--- src/rtl/sort_pkg.sv ---
// ---------------------------------------------------------------------------
// sort_pkg
//   Shared definitions for the in-place RAM sorter and its top level.
//   - DEF_ADDR_WIDTH / DEF_DATA_WIDTH : default RAM geometry, also used by
//     the sort_top wrapper that owns the RAM and the load/readout mux.
//   - sort_state_t : sequencer state encoding, exported on dbg_state so
//     checkers can bind to the FSM without reaching into the hierarchy.
// ---------------------------------------------------------------------------
package sort_pkg;

    localparam int DEF_ADDR_WIDTH = 2;
    localparam int DEF_DATA_WIDTH = 8;

    typedef enum logic [2:0] {
        ST_IDLE = 3'd0,
        ST_RD_A = 3'd1,
        ST_RD_B = 3'd2,
        ST_CMP  = 3'd3,
        ST_WR_A = 3'd4,
        ST_WR_B = 3'd5,
        ST_DONE = 3'd6
    } sort_state_t;

endpackage : sort_pkg

--- src/rtl/bubble_sort_ctrl.sv ---
// ---------------------------------------------------------------------------
// bubble_sort_ctrl
//   Bubble-sort sequencer that sorts a single-port RAM in place, ascending,
//   comparing elements as unsigned numbers.  It drives the RAM's we/addr/din
//   directly and consumes dout, which returns mem[addr] one cycle after the
//   address is presented.  The parent muxes the RAM between its loader and
//   this block; this block owns the RAM whenever busy=1.
//
// Ports
//   clk        : clock, all state changes on posedge
//   rst        : synchronous active-high reset (aborts a sort on that edge)
//   start      : begin a sort; looked at only in IDLE
//   busy       : high in every state except IDLE
//   done       : one-cycle pulse, coincident with the DONE state
//   ram_we     : RAM write enable, only ever high in WR_A / WR_B
//   ram_addr   : RAM address
//   ram_din    : RAM write data
//   ram_dout   : RAM read data (mem[address of previous cycle])
//   dbg_state  : current sequencer state, for debug and checkers
//
// Handshake
//   start is a level sampled in IDLE only; a start seen while busy is ignored.
//   done pulses once per completed sort; if start is still high in the IDLE
//   cycle after done, a new sort begins.
//
// Timing
//   A compare costs 3 cycles (RD_A, RD_B, CMP) and 5 with a swap (+WR_A, WR_B).
//   Every RAM-facing output is registered: each transition loads the output
//   values belonging to the state being entered.
// ---------------------------------------------------------------------------
module bubble_sort_ctrl
    import sort_pkg::*;
#(
    parameter int addr_width = DEF_ADDR_WIDTH,
    parameter int data_width = DEF_DATA_WIDTH
) (
    input  logic                  clk,
    input  logic                  rst,
    input  logic                  start,
    output logic                  busy,
    output logic                  done,
    output logic                  ram_we,
    output logic [addr_width-1:0] ram_addr,
    output logic [data_width-1:0] ram_din,
    input  logic [data_width-1:0] ram_dout,
    output sort_state_t           dbg_state
);

    // The pass bound is computed one bit wider than an address so that
    // N-2-pass can never wrap, whatever addr_width is.
    localparam int AW1 = addr_width + 1;
    localparam logic [addr_width:0] N_M2 = AW1'((2 ** addr_width) - 2);

    sort_state_t           state;
    logic [addr_width-1:0] idx;      // position of the left element of the pair
    logic [addr_width-1:0] pass;     // current pass number, 0 .. N-2
    logic                  swapped;  // a swap happened in the current pass
    logic [data_width-1:0] reg_a;    // mem[idx] captured in RD_B

    // Combinational helpers for the advance decision.
    logic [addr_width-1:0] idx_inc;
    logic [addr_width:0]   bound;
    logic                  more_in_pass;
    logic                  last_pass;
    logic                  need_swap;
    logic                  swapped_eff;
    logic                  do_adv;

    always_comb begin
        idx_inc      = idx + addr_width'(1);
        bound        = N_M2 - {1'b0, pass};
        more_in_pass = ({1'b0, idx} < bound);
        last_pass    = (pass == N_M2[addr_width-1:0]);
        // In CMP, ram_dout is mem[idx+1]; strict compare keeps equal
        // elements in place (stable, and no redundant writes).
        need_swap    = (reg_a > ram_dout);
        // WR_B is the cycle that records the swap, and its own advance
        // decision must already see it.
        swapped_eff  = swapped || (state == ST_WR_B);
        // Advance happens after a non-swapping compare or after the second
        // write of a swap.
        do_adv       = ((state == ST_CMP) && !need_swap) || (state == ST_WR_B);
    end

    always_ff @(posedge clk) begin
        if (rst) begin
            state    <= ST_IDLE;
            busy     <= 1'b0;
            done     <= 1'b0;
            ram_we   <= 1'b0;
            ram_addr <= '0;
            ram_din  <= '0;
            idx      <= '0;
            pass     <= '0;
            swapped  <= 1'b0;
            reg_a    <= '0;
        end else begin
            done <= 1'b0;

            case (state)
                ST_IDLE: begin
                    if (start) begin
                        idx      <= '0;
                        pass     <= '0;
                        swapped  <= 1'b0;
                        state    <= ST_RD_A;
                        busy     <= 1'b1;
                        ram_we   <= 1'b0;
                        ram_addr <= '0;
                    end
                end

                ST_RD_A: begin
                    // Address idx is on the bus now; present idx+1 next.
                    state    <= ST_RD_B;
                    ram_addr <= idx_inc;
                end

                ST_RD_B: begin
                    // ram_dout is mem[idx] this cycle.
                    reg_a <= ram_dout;
                    state <= ST_CMP;
                end

                ST_CMP: begin
                    if (need_swap) begin
                        // The smaller right-hand value goes to idx first;
                        // ram_din itself serves as the holding register.
                        state    <= ST_WR_A;
                        ram_we   <= 1'b1;
                        ram_addr <= idx;
                        ram_din  <= ram_dout;
                    end
                end

                ST_WR_A: begin
                    state    <= ST_WR_B;
                    ram_addr <= idx_inc;
                    ram_din  <= reg_a;
                end

                ST_WR_B: begin
                    swapped <= 1'b1;
                end

                ST_DONE: begin
                    state    <= ST_IDLE;
                    busy     <= 1'b0;
                    ram_we   <= 1'b0;
                    ram_addr <= '0;
                    ram_din  <= '0;
                end

                default: begin
                    state    <= ST_IDLE;
                    busy     <= 1'b0;
                    ram_we   <= 1'b0;
                    ram_addr <= '0;
                    ram_din  <= '0;
                end
            endcase

            // Advance to the next pair, the next pass, or finish.  Placed
            // after the case so these assignments take precedence.
            if (do_adv) begin
                ram_we <= 1'b0;
                if (more_in_pass) begin
                    idx      <= idx_inc;
                    state    <= ST_RD_A;
                    ram_addr <= idx_inc;
                end else if (!swapped_eff || last_pass) begin
                    state    <= ST_DONE;
                    done     <= 1'b1;
                    ram_addr <= '0;
                    ram_din  <= '0;
                end else begin
                    pass     <= pass + addr_width'(1);
                    idx      <= '0;
                    swapped  <= 1'b0;
                    state    <= ST_RD_A;
                    ram_addr <= '0;
                end
            end
        end
    end

    assign dbg_state = state;

endmodule : bubble_sort_ctrl

--- config.mk ---
export PLATFORM = sky130hd
export DESIGN_NAME = bubble_sort_ctrl
export DESIGN_NICKNAME = d
export VERILOG_FILES = /design/src/rtl/sort_pkg.sv /design/src/rtl/bubble_sort_ctrl.sv
export SDC_FILE = /design/constraint.sdc
export NUM_CORES = 1
export LEC_CHECK = 0
export BUFFER_PORTS_ARGS = -buffer_cell sky130_fd_sc_hd__clkbuf_2
export CAP_MARGIN = 20
export CORE_MARGIN = 3
export CORE_UTILIZATION = 60
export DETAILED_ROUTE_END_ITERATION = 6
export HOLD_SLACK_MARGIN = 0.06
export MAX_ROUTING_LAYER = met4
export PLACE_DENSITY = 0.87
export SLEW_MARGIN = 20
export SYNTH_ARGS = -nofsm -noshare
export SYNTH_HDL_FRONTEND = slang
export SYNTH_SLANG_ARGS = --single-unit
--- constraint.sdc ---
create_clock -name clk -period 3.1 [get_ports clk]
set_input_delay 0.155 -clock clk [delete_from_list [all_inputs] [get_ports clk]]
set_output_delay 0.155 -clock clk [all_outputs]
set_load 0.03 [all_outputs]
## After elaboration in Yosys (flattened, before gate mapping)

Index checks and enable logic that the tools add are counted.

| operators by class | value |
|---|---|
| add/subtract/negate cells | 3 |
| $lt $le $gt $ge | 2 |
| equality and inequality tests | 12 |
| multiplexer cells | 37 |
| bitwise gates (word level) | 3 |
| reductions and logical operators | 18 |

Operators with widths:

| kind | count |
|---|---|
| 8-bit two-way mux | 4 |
| 2-bit two-way mux | 14 |
| 8-bit case mux with 3 select lines | 1 |
| 3-bit case mux with 6 select lines | 1 |
| 3-bit two-way mux | 5 |
| 3-bit AND reduction | 3 |
| 8-bit > comparator | 1 |
| 1-bit two-way mux | 8 |
| 2-bit case mux with 4 select lines | 1 |
| 4-bit OR reduction | 2 |
| 3-bit by 2-bit equality test with 1-bit output (second input constant) | 2 |
| 3-bit equality test (second input constant) | 2 |
| 2-bit != test (second input constant) | 3 |
| 3-bit != test (second input constant) | 2 |
| 2-bit OR reduction | 3 |
| 5-bit OR reduction | 1 |
| 2-bit by 1-bit adder with 2-bit output (second input constant) | 2 |
| 1-bit case mux with 2 select lines | 2 |
| 3-bit by 1-bit equality test with 1-bit output (second input constant) | 1 |
| 3-bit logical NOT | 1 |
| 1-bit logical OR | 3 |
| 2-bit by 3-bit less-than comparator with 1-bit output | 1 |
| 1-bit inverter | 3 |
| 1-bit case mux with 3 select lines | 1 |
| 7 further kinds | 8 |

| word-level totals | value |
|---|---|
| flip-flop bits (word level) | 29 |
| output and inout port bits | 16 |
| word-level logic and storage cells | 85 |

## Logic depth before layout (Yosys ltp)

Gate-level depths: netlist of the first run.

| depth | value |
|---|---|
| depth in word-level cells | 7 |
| gate-level depth with buffers | 10 |
| depth with buffers taken out | 10 |

## Worst setup path before layout of the first run

No wires, ideal clock.

| timing path | value |
|---|---|
| path type | flip-flop to flip-flop |
| from | reg pass[0] |
| to | reg ram_din[0] |
| setup time | 0.066 ns |
| arrival | 1.931 ns |
| setup slack | 1.103 ns |
| cell stages (with the launch flop) | 11 |
| clock period less this slack | 1.997 ns |
| path through | dfxtp_1 > inv_1 > ha_1 > inv_1 > ha_1 > o21bai_1 > nor2_2 > o211ai_1 > a21boi_1 > a311o_4 > nor2_1 |

| on the way | value |
|---|---|
| word-level cells in the longest chain between the ends | 5 |

Ends and longest elaborated chain:

| what | line | text |
|---|---|---|
| start: declaration | bubble_sort_ctrl.sv:56 | `logic [addr_width-1:0] pass;` |
| start signal: assignment | bubble_sort_ctrl.sv:177 | `pass <= pass + addr_width'(1);` |
| parallel branches: the longest is 3 deep, another holds 2-bit by 2-bit subtractor with 3-bit output | -- |  |
| 8-bit two-way mux (*) | bubble_sort_ctrl.sv:167 | `if (more_in_pass) begin` |
| 8-bit two-way mux (*) | bubble_sort_ctrl.sv:165 | `if (do_adv) begin` |
| end signal: assignment | bubble_sort_ctrl.sv:132 | `ram_din <= ram_dout;` |
| end signal: assignment | bubble_sort_ctrl.sv:139 | `ram_din <= reg_a;` |
| end: declaration | bubble_sort_ctrl.sv:44 | `output logic [data_width-1:0] ram_din,` |

Mark *: on every way between the ends.
A chain may end at the register's enable or synchronous reset.

## Worst setup path after layout of the first run

| timing path | value |
|---|---|
| from | reg pass[0] |
| to | reg ram_din[3] |

Same word-level chain as after synthesis.

==> impl_metrics.yaml, run 1 <==
clocking:
  cts_setup_buffers: 0
  cts_made_buffers: 5
  clockBufferDepth: 2
  post_cts_resized: 0
  htree_num_levels: 2
  clk_latency_ns: 0.34
  cts_tree: "yes"
  path_clk_slew_ns: 0.09
  cts_sinks: 29
  root_buffer: "clkbuf_4"
synthesis:
  netlist.area_leader.share_pct: 35.18
  async_reset_ff_share_pct: 0
  syn_area_um2: 1650
  synthXorXnorAreaFrac_pct: 0.5307
  synthAdderAreaFrac_pct: 8.340
  yosysMostFrequentCell: "dfxtp_1"
  ys_warn_count: 0
  synth_top_cells_by_area: "dfxtp_1, ha_1, a21oi_1"
  syn_area_per_cell_um2: 8.170
  synth_top_cells_by_count: "dfxtp_1, nand2_1, a21oi_1, nor2_1, inv_1"
  ys_seq_elements: 29
  yosys.area_share.simple_pct: 21.00
  synth_edf_count: 0
  synthMuxAreaShare_pct: 1.213
  ys.flop_type: "dfxtp_1"
  seq_area_frac_synth_pct: 35.18
  synth_nets: 224
  yosys.area.top_type: "dfxtp_1"
  yosysUniqueCellTypes: 41
  synth_top_family_by_area: "compound AO/OA/AOI/OAI gates"
  synth_compound_area_share_pct: 28.81
  synth_cells: 202
pwr:
  p_seq_share_pct: 50.4
  power_leakage_nw: 0.8026
  irDropWorstVdd_uv: 390.8
  switchingPower_w: 0.0002419
  internal-power_w: 0.0005630
  power.density_nw_per_um2: 427.7
  finalPower_w: 0.0008049
  power_frac_clock_pct: 32.9
  p_sw_share_pct: 30.05
  power_frac_comb_pct: 16.7
grt:
  antenna_found_initial: 0
  overflow: 0
  grt_use_total_pct: 28.29
  grt_start_max_net_pins: 24
  grt_pass1_wl_um: 7169
  grt_pass1_vias: 1640
timing:
  fin_crit_sh_pct: 74.42
  fmax_mhz: 433.5
  setup_ws_ns: 0.7930
  relSlewSlack_pct: 54.86
  worstMarginPinSlew_ns: 0.6761
  whs_ns: 0.07263
  fin_tns_setup_ns: 0
  rsz0062_at_grt: "no"
  hold_violations: 0
  setup_viol: 0
  fin_skew_ns: 0.01019
  drv_slew: 0
  min_period_ns: 2.307
drt:
  first_pass_iters: 5
  final_antenna_net_count: 0
  vias_per_cell: 6.504
  routed_wl_um: 4336
  vias: 1704
  wire_per_inst_um: 16.55
  drt_iter0_drc: 166
  drc: 0
die:
  die_h_um: 58.45
  rows: 18
  die_area_um2: 3416
  start_util_pct: 64.85
  die_w_um: 58.45
  core_region_area_um2: 2545
  ioPinCount: 27
finish:
  syn_to_final_growth_pct: 14.03
  layout-drive-gt1-share_pct: 19.40
  layout.cells.non_filler: 262
  diodes: 0
  nets: 253
setup_path:
  crit_chain: "inv_1 -> ha_1 -> inv_1 -> ha_1 -> o21bai_1 -> nor2_2 -> o211ai_1 -> a21boi_1 -> a311o_4 -> nor2_1"
  r2r-end: "ram_din[3]"
  worstPathRequired_ns: 3.38
  worstSetupPathType: "flip-flop to flip-flop"
  arrival_ns: 2.58
  cpPeakStageDelay_ns: 0.46
  crit_buf_inv: 2
  cp_num_cells: 10
  crit_slowest_cell: "a311o_4"
  r2r-start: "pass[0]"
  r2r_slack_ns: 0.79
  crit_family: "compound AO/OA/AOI/OAI gates"
  startpoint_type: "flip-flop"
  reg2regPathDepth: 10
  path_max_fanout: 8
  end_kind: "flip-flop"
worst_hold_path:
  worstHoldStart: "ram_dout[5]"
  worstHoldPathType: "input port to flip-flop"
  hold_end: "reg_a[5]"
  whs_path_depth: 3
placed_design:
  dp_slack_ns: 0.8437
  io_buffers: 26
  dp.cells: 251
  place_congestion: 0.9037
  place_hpwl_um: 3090
outcome:
  status: "complete, no violations"
run:
  drv_cap: 0
## worst register-to-register path: cells and delay by family, from the launching register on
| family | cells | cell delay [ns] |
|---|---|---|
| AO/OA/AOI/OAI | 4 | 0.91 |
| adder cells (fa/ha/maj) | 2 | 0.58 |
| buffers and inverters | 2 | 0.13 |
| flip-flops | 1 | 0.39 |
| AND/OR/NAND/NOR | 2 | 0.25 |
## layout make-up
class                           instances  area (um^2)
Timing Repair Buffer                   29        160.2
Multi-Input combinational cell        154        988.4
Clock inverter                          1        5.005
Fill cell                             193        663.1
Sequential cell                        29        580.6
Inverter                               12        45.04
Tap cell                               30        37.54
Clock buffer                            7        65.06
## routing by layer
layer  track usage (%)  share of wire [%]
met1             33.97                 40
met2             43.54                 46
met3             5.263                 10
met4             17.55                3.5
met5                 -                  0
## power groups by stage
stage          Combinational [W]  Sequential [W]  Clock (W)
2_1_floorplan          0.0000853        0.000415          0
3_3_place_gp            0.000121        0.000412          0
3_5_place_dp            0.000127        0.000414          0
4_1_cts                 0.000131        0.000405   0.000269
5_1_grt                 0.000147        0.000409   0.000282
6_report                0.000134        0.000406   0.000265
## state kept, by name, summed over array words and instances (netlist names)
signal	cells
busy	1
dbg_state	3
done	1
idx	2
pass	2
ram_addr	2
ram_din	8
ram_we	1
reg_a	8
swapped	1
## kinds of logic after synthesis
logic type	Yosys count
and+or+nand+nor	74
muxes	2
adders and majority gates	11
buffers and inverters	19
AOI/OAI and AO/OA	66
DFF	29
xor gates and xnor gates	1
## cell usage in the layout (no fill, tap or decap), types with 5 or more instances in the layout
cell / instances
nor2b_1: 6
nor3_1: 8
a21o_1: 5
a222oi_1: 9
nand2_1: 25
a211oi_1: 5
dfxtp_1: 29
clkbuf_4: 5
a21oi_1: 22
inv_1: 12
nor2_1: 21
o21ai_0: 5
ha_1: 11
clkbuf_2: 26
## how the worst max path moves through the flow
| stage | to | from | slack (ns) |
|---|---|---|---|
| after floorplan | ram_din[0] | pass[0] | 1.10 |
| after global placement | ram_addr[0] | pass[0] | 1.00 |
| after detailed placement | ram_din[3] | pass[0] | 0.84 |
| after CTS | ram_din[3] | pass[0] | 0.83 |
| after global routing | ram_din[2] | ram_dout[1] | 0.69 |
| final | ram_din[3] | pass[0] | 0.79 |
## repair_timing
action / CTS / global route
hold endpoints to repair: 3 / 0
hold buffers: 3 / 0
setup endpoints to repair: 0 / 0
## through the flow
step,util (%),area (um^2)
final,73.94,1882
after global routing,73.94,1882
after CTS,73.94,1882
after detailed placement,70.01,1782
after global placement,70.01,1782
after floorplan,-,1650
No activity file was read; power rests on OpenSTA's default activity.
==> inputs of run 2 (changes only) <==
CORE_UTILIZATION = 55   (was 60)
PLACE_DENSITY = 0.81   (was 0.87)
clock period = 2.3 ns   (was 3.1 ns; I/O delays follow)
==> run 2 against run 1 <==
Compared with the run above: critical endpoint is now pass[0]; largest power group unchanged; clock skew rose by 0.0030 ns; final cell count rose by 6.1%; count of clock-buffer cells in the layout fell by 2; die area rose by 8.1%; clock power rose by 100%.
==> impl_metrics.yaml, run 2 (synthesis results as in run 1) <==
outcome:
  status: "complete, no violations"
finish:
  layout_commonest_cell: "dfxtp_1"
  final.fill_count: 219
  nets: 268
  final_cell_mix: "dfxtp_1, clkbuf_2, nand2_1"
  multi_input_area_um2: 997.2
  layout-drive-gt1-share_pct: 23.08
  syn_to_final_growth_pct: 24.26
  regArea_um2: 581.8
  diodes: 0
grt:
  grt_pass1_vias: 1599
  use_met2_pct: 38.47
  grt_pass1_wl_um: 7231
  antenna_found_initial: 0
  grt_start_max_net_pins: 24
  grt_util_met1_pct: 36.86
  grt_use_met3_pct: 6.596
  overflow: 0
  grt_use_total_pct: 27.02
  grt-busiest-layer: "met2"
setup_path:
  crit_family: "compound AO/OA/AOI/OAI gates"
  crit_buf_inv: 3
  end_kind: "flip-flop"
  arrival_ns: 2.43
  worstPathRequired_ns: 2.55
  path_max_fanout: 6
  worstSetupPathType: "input port to flip-flop"
  startpoint_type: "input port"
  crit_chain: "dlygate4sd3_1 -> clkbuf_2 -> inv_1 -> ha_1 -> nor2b_1 -> o211ai_1 -> a21o_1 -> a21oi_1 -> o21a_1 -> mux2i_1"
  cpPeakStageDelay_ns: 0.53
  crit_slowest_cell: "dlygate4sd3_1"
die:
  die_w_um: 60.78
  ioPinCount: 27
  die_h_um: 60.78
  die_area_um2: 3694
  start_util_pct: 58.83
  rows: 19
  core_region_area_um2: 2805
timing:
  worstMarginPinSlew_ns: 0.5892
  whs_ns: 0.2719
  setup_viol: 0
  fmax_mhz: 458.3
  fin_crit_sh_pct: 94.88
  hold_violations: 0
  fin_skew_ns: 0.01321
  rsz0062_at_grt: "yes"
  relSlewSlack_pct: 60.58
  min_period_ns: 2.182
  fin_tns_setup_ns: 0
  drv_slew: 0
pwr:
  power.density_nw_per_um2: 623.7
  power_leakage_nw: 0.8906
  finalPower_w: 0.001279
  irDropWorstVdd_uv: 493.2
clocking:
  cts_made_buffers: 5
  clk_latency_ns: 0.34
  path_clk_slew_ns: 0.10
  clockBufferDepth: 2
  htree_num_levels: 2
  cts_sinks: 29
  root_buffer: "clkbuf_4"
  cts_tree: "yes"
placed_design:
  io_buffers: 26
  place_congestion: 0.8873
  place_hpwl_um: 2834
worst_hold_path:
  worstHoldPathType: "input port to flip-flop"
drt:
  drc: 0
  routed_wl_um: 4389
  vias_per_cell: 6.022
  final_antenna_net_count: 0
  vias: 1674
  wire_per_inst_um: 15.79
  drt_iter0_drc: 154
  first_pass_iters: 6
run:
  drv_cap: 0
-- run 2: metrics by stage --
step           setup WS [ns]  cell area, um^2  std cells  utilization, %
2_1_floorplan         0.3030             1650        202               -
3_3_place_gp          0.2099             1843        260           65.70
3_5_place_dp          0.1488             1843        260           65.70
4_1_cts               0.1061             2026        276           72.21
5_1_grt            0.0009075             2051        278           73.10
6_report              0.1178             2051        278           73.10
-- run 2: worst reg2reg max path, stage by stage (launching register included) --
cell	delay [ns]
dfxtp_2	0.37
inv_1	0.05
ha_1	0.28
inv_1	0.04
ha_1	0.21
nor3b_2	0.30
nor2_4	0.11
o211ai_1	0.11
a21boi_1	0.09
a311o_4	0.43
nor2_1	0.11
-- run 2: where the power goes --
| group | switching [W] | total [W] | internal, W |
|---|---|---|---|
| Clock | 0.000193 | 0.000529 | 0.000336 |
| Sequential | 0.0000146 | 0.000534 | 0.000519 |
| Combinational | 0.000133 | 0.000216 | 0.0000832 |
| Total | 0.000340 | 0.00128 | 0.000939 |
-- run 2: cell type report --
class | count | area share, %
inverters | 12 | 2.196
clock inverters | 3 | 3.173
repair buffers | 44 | 13.91
clock buffers | 5 | 1.830
multi-input cells | 154 | 48.63
flip-flops and latches | 29 | 28.37
well taps | 31 | 1.891
-- run 2: timing repair --
item,4_1_cts,5_1_grt
resized for setup,0,3
hold buffers,8,0
hold endpoints to repair,8,0
setup buffers,0,2
endpoints found under the setup margin,0,7
-- run 2: routing by layer --
metal | wire length [um] | share of wire [%]
met5 | 0 | 0
met4 | 41 | 0.93
met3 | 351 | 8.0
met2 | 1896 | 43
met1 | 2100 | 48
-- run 2: final timing paths --
path / startpoint / endpoint / slack (ns) / depth (start not counted)
setup / recovery: ram_dout[1] / pass[0] / 0.12 / 10
hold / removal: start / dbg_state[0] / 0.27 / 5
setup reg to reg: pass[0] / ram_din[4] / 0.16 / 10
hold reg to reg: reg_a[0] / reg_a[0] / 0.48 / 2
==> inputs of run 3 (changes only) <==
==> constraint.sdc (replaced) <==
create_clock -name clk -period 2.3 [get_ports clk]
set_input_delay 0.345 -clock clk [delete_from_list [all_inputs] [get_ports clk]]
set_output_delay 0.345 -clock clk [all_outputs]
set_load 0.03 [all_outputs]
==> run 3 against run 2 <==
Compared with the run above: utilization down 4.8 points; sequential share of layout area rose by 2.0 points; final cell count down 3.2%; fmax decreased by 0.43%; count of clock-buffer cells in the layout is 3 higher; flip-flop and latch count is the same; critical path depth stayed put; sequential power about the same; cell area decreased by 6.6%; die area stayed put; via count shrank 2.5%; worst hold slack got worse by 0.033 ns; critical endpoint is now ram_din[1]; largest cell class unchanged; largest power group unchanged.
==> impl_metrics.yaml, run 3 (synthesis results as in run 1) <==
timing:
  fin_skew_ns: 0.009314
  drv_slew: 0
  worstMarginPinSlew_ns: 0.5989
  whs_ns: 0.2393
  fin_tns_setup_ns: 0
  relSlewSlack_pct: 59.93
  fin_crit_sh_pct: 95.29
  setup_viol: 0
  hold_violations: 0
  fmax_mhz: 456.3
  min_period_ns: 2.192
pwr:
  irDropWorstVdd_uv: 366.0
  power_leakage_nw: 0.8213
  power.density_nw_per_um2: 537.5
drt:
  vias_per_cell: 6.067
  routed_wl_um: 4048
  final_antenna_net_count: 0
  first_pass_iters: 6
  vias: 1632
  drt_iter0_drc: 145
  drc: 0
  wire_per_inst_um: 15.05
die:
  start_util_pct: 58.83
  die_h_um: 60.78
  die_w_um: 60.78
  core_region_area_um2: 2805
  ioPinCount: 27
  rows: 19
  die_area_um2: 3694
grt:
  grt_pass1_wl_um: 6913
  antenna_found_initial: 0
  grt_use_total_pct: 26.11
  grt_pass1_vias: 1563
  overflow: 0
  grt_start_max_net_pins: 24
clocking:
  path_clk_slew_ns: 0.09
  cts_tree: "yes"
  clockBufferDepth: 2
  root_buffer: "clkbuf_4"
  cts_hold_buf: 0
  clk_latency_ns: 0.34
  cts_made_buffers: 5
  cts_sinks: 29
  htree_num_levels: 2
finish:
  final_cell_mix: "dfxtp_1, clkbuf_2, nand2_1"
  postLayoutCoreUtil_pct: 68.29
  layout-drive-gt1-share_pct: 22.27
  nets: 259
  layout_commonest_cell: "dfxtp_1"
  syn_to_final_growth_pct: 16.07
  diodes: 0
setup_path:
  r2r-start: "pass[0]"
  worstSetupPathType: "flip-flop to flip-flop"
  startpoint_type: "flip-flop"
  end_kind: "flip-flop"
  arrival_ns: 2.47
  path_max_fanout: 8
  worstPathRequired_ns: 2.58
  cp-startpoint: "pass[0]"
placed_design:
  place_hpwl_um: 2794
  io_buffers: 26
  place_congestion: 0.8562
worst_hold_path:
  worstHoldPathType: "input port to flip-flop"
  worstHoldStart: "ram_dout[4]"
outcome:
  status: "complete, no violations"
run:
  drv_cap: 0
## run 3: stage by stage
| stage | area [um^2] | total power, W | worst slack (ns) | instances |
|---|---|---|---|---|
| final | 1916 | 0.001030 | 0.1084 | 269 |
| after CTS | 1899 | 0.001032 | 0.05558 | 269 |
| after global placement | 1851 | 0.0007365 | 0.1593 | 261 |
| after detailed placement | 1851 | 0.0007391 | 0.08189 | 261 |
| after floorplan | 1650 | 0.0006741 | 0.3030 | 202 |
| after global routing | 1916 | 0.001088 | -0.01545 | 269 |
## run 3: repair_timing
item / in CTS / in global routing
resized for setup: 0 / 4
setup endpoints to repair: 0 / 9
setup buffers: 0 / 0
## run 3: critical path: stages, from the launching register on
cell and delay [ns]:
dfxtp_2 0.36, inv_1 0.05, ha_1 0.28, inv_1 0.04, ha_1 0.30, o21bai_2 0.23
nor2_4 0.09, o211ai_1 0.11, a21boi_1 0.11, a311o_4 0.44, nor2_1 0.12
## run 3: power by group
| part | internal [W] | total (W) | switching [W] |
|---|---|---|---|
| registers | 0.000519 | 0.000537 | 0.0000178 |
| clock network | 0.000121 | 0.000298 | 0.000177 |
| logic | 0.0000724 | 0.000194 | 0.000122 |
| total | 0.000713 | 0.00103 | 0.000317 |
## run 3: routing by layer
| metal | track usage [%] | part of all wire [%] | vias to the layer above | routed length, um |
|---|---|---|---|---|
| met1 | 33.85 | 44 | 741 | 1772 |
| met4 | 11.76 | 1.9 | 0 | 78 |
| met5 | - | 0 | - | 0 |
| li1 | - | - | 809 | - |
| met3 | 7.447 | 9.0 | 6 | 365 |
| met2 | 37.40 | 45 | 76 | 1832 |
## run 3: final timing paths
| kind | endpoint | slack, ns | cells past startpoint |
|---|---|---|---|
| max reg2reg | ram_din[1] | 0.11 | 10 |
| max | ram_din[1] | 0.11 | 10 |
| min | reg_a[4] | 0.24 | 3 |
| min reg2reg | reg_a[0] | 0.48 | 2 |
## run 3: layout make-up
class	count	area, um^2
Tap cell	31	38.79
Clock buffer	8	48.80
Inverter	12	45.04
Multi-Input combinational cell	154	1003
Timing Repair Buffer	35	197.7
Sequential cell	29	581.8
Fill cell	229	889.6
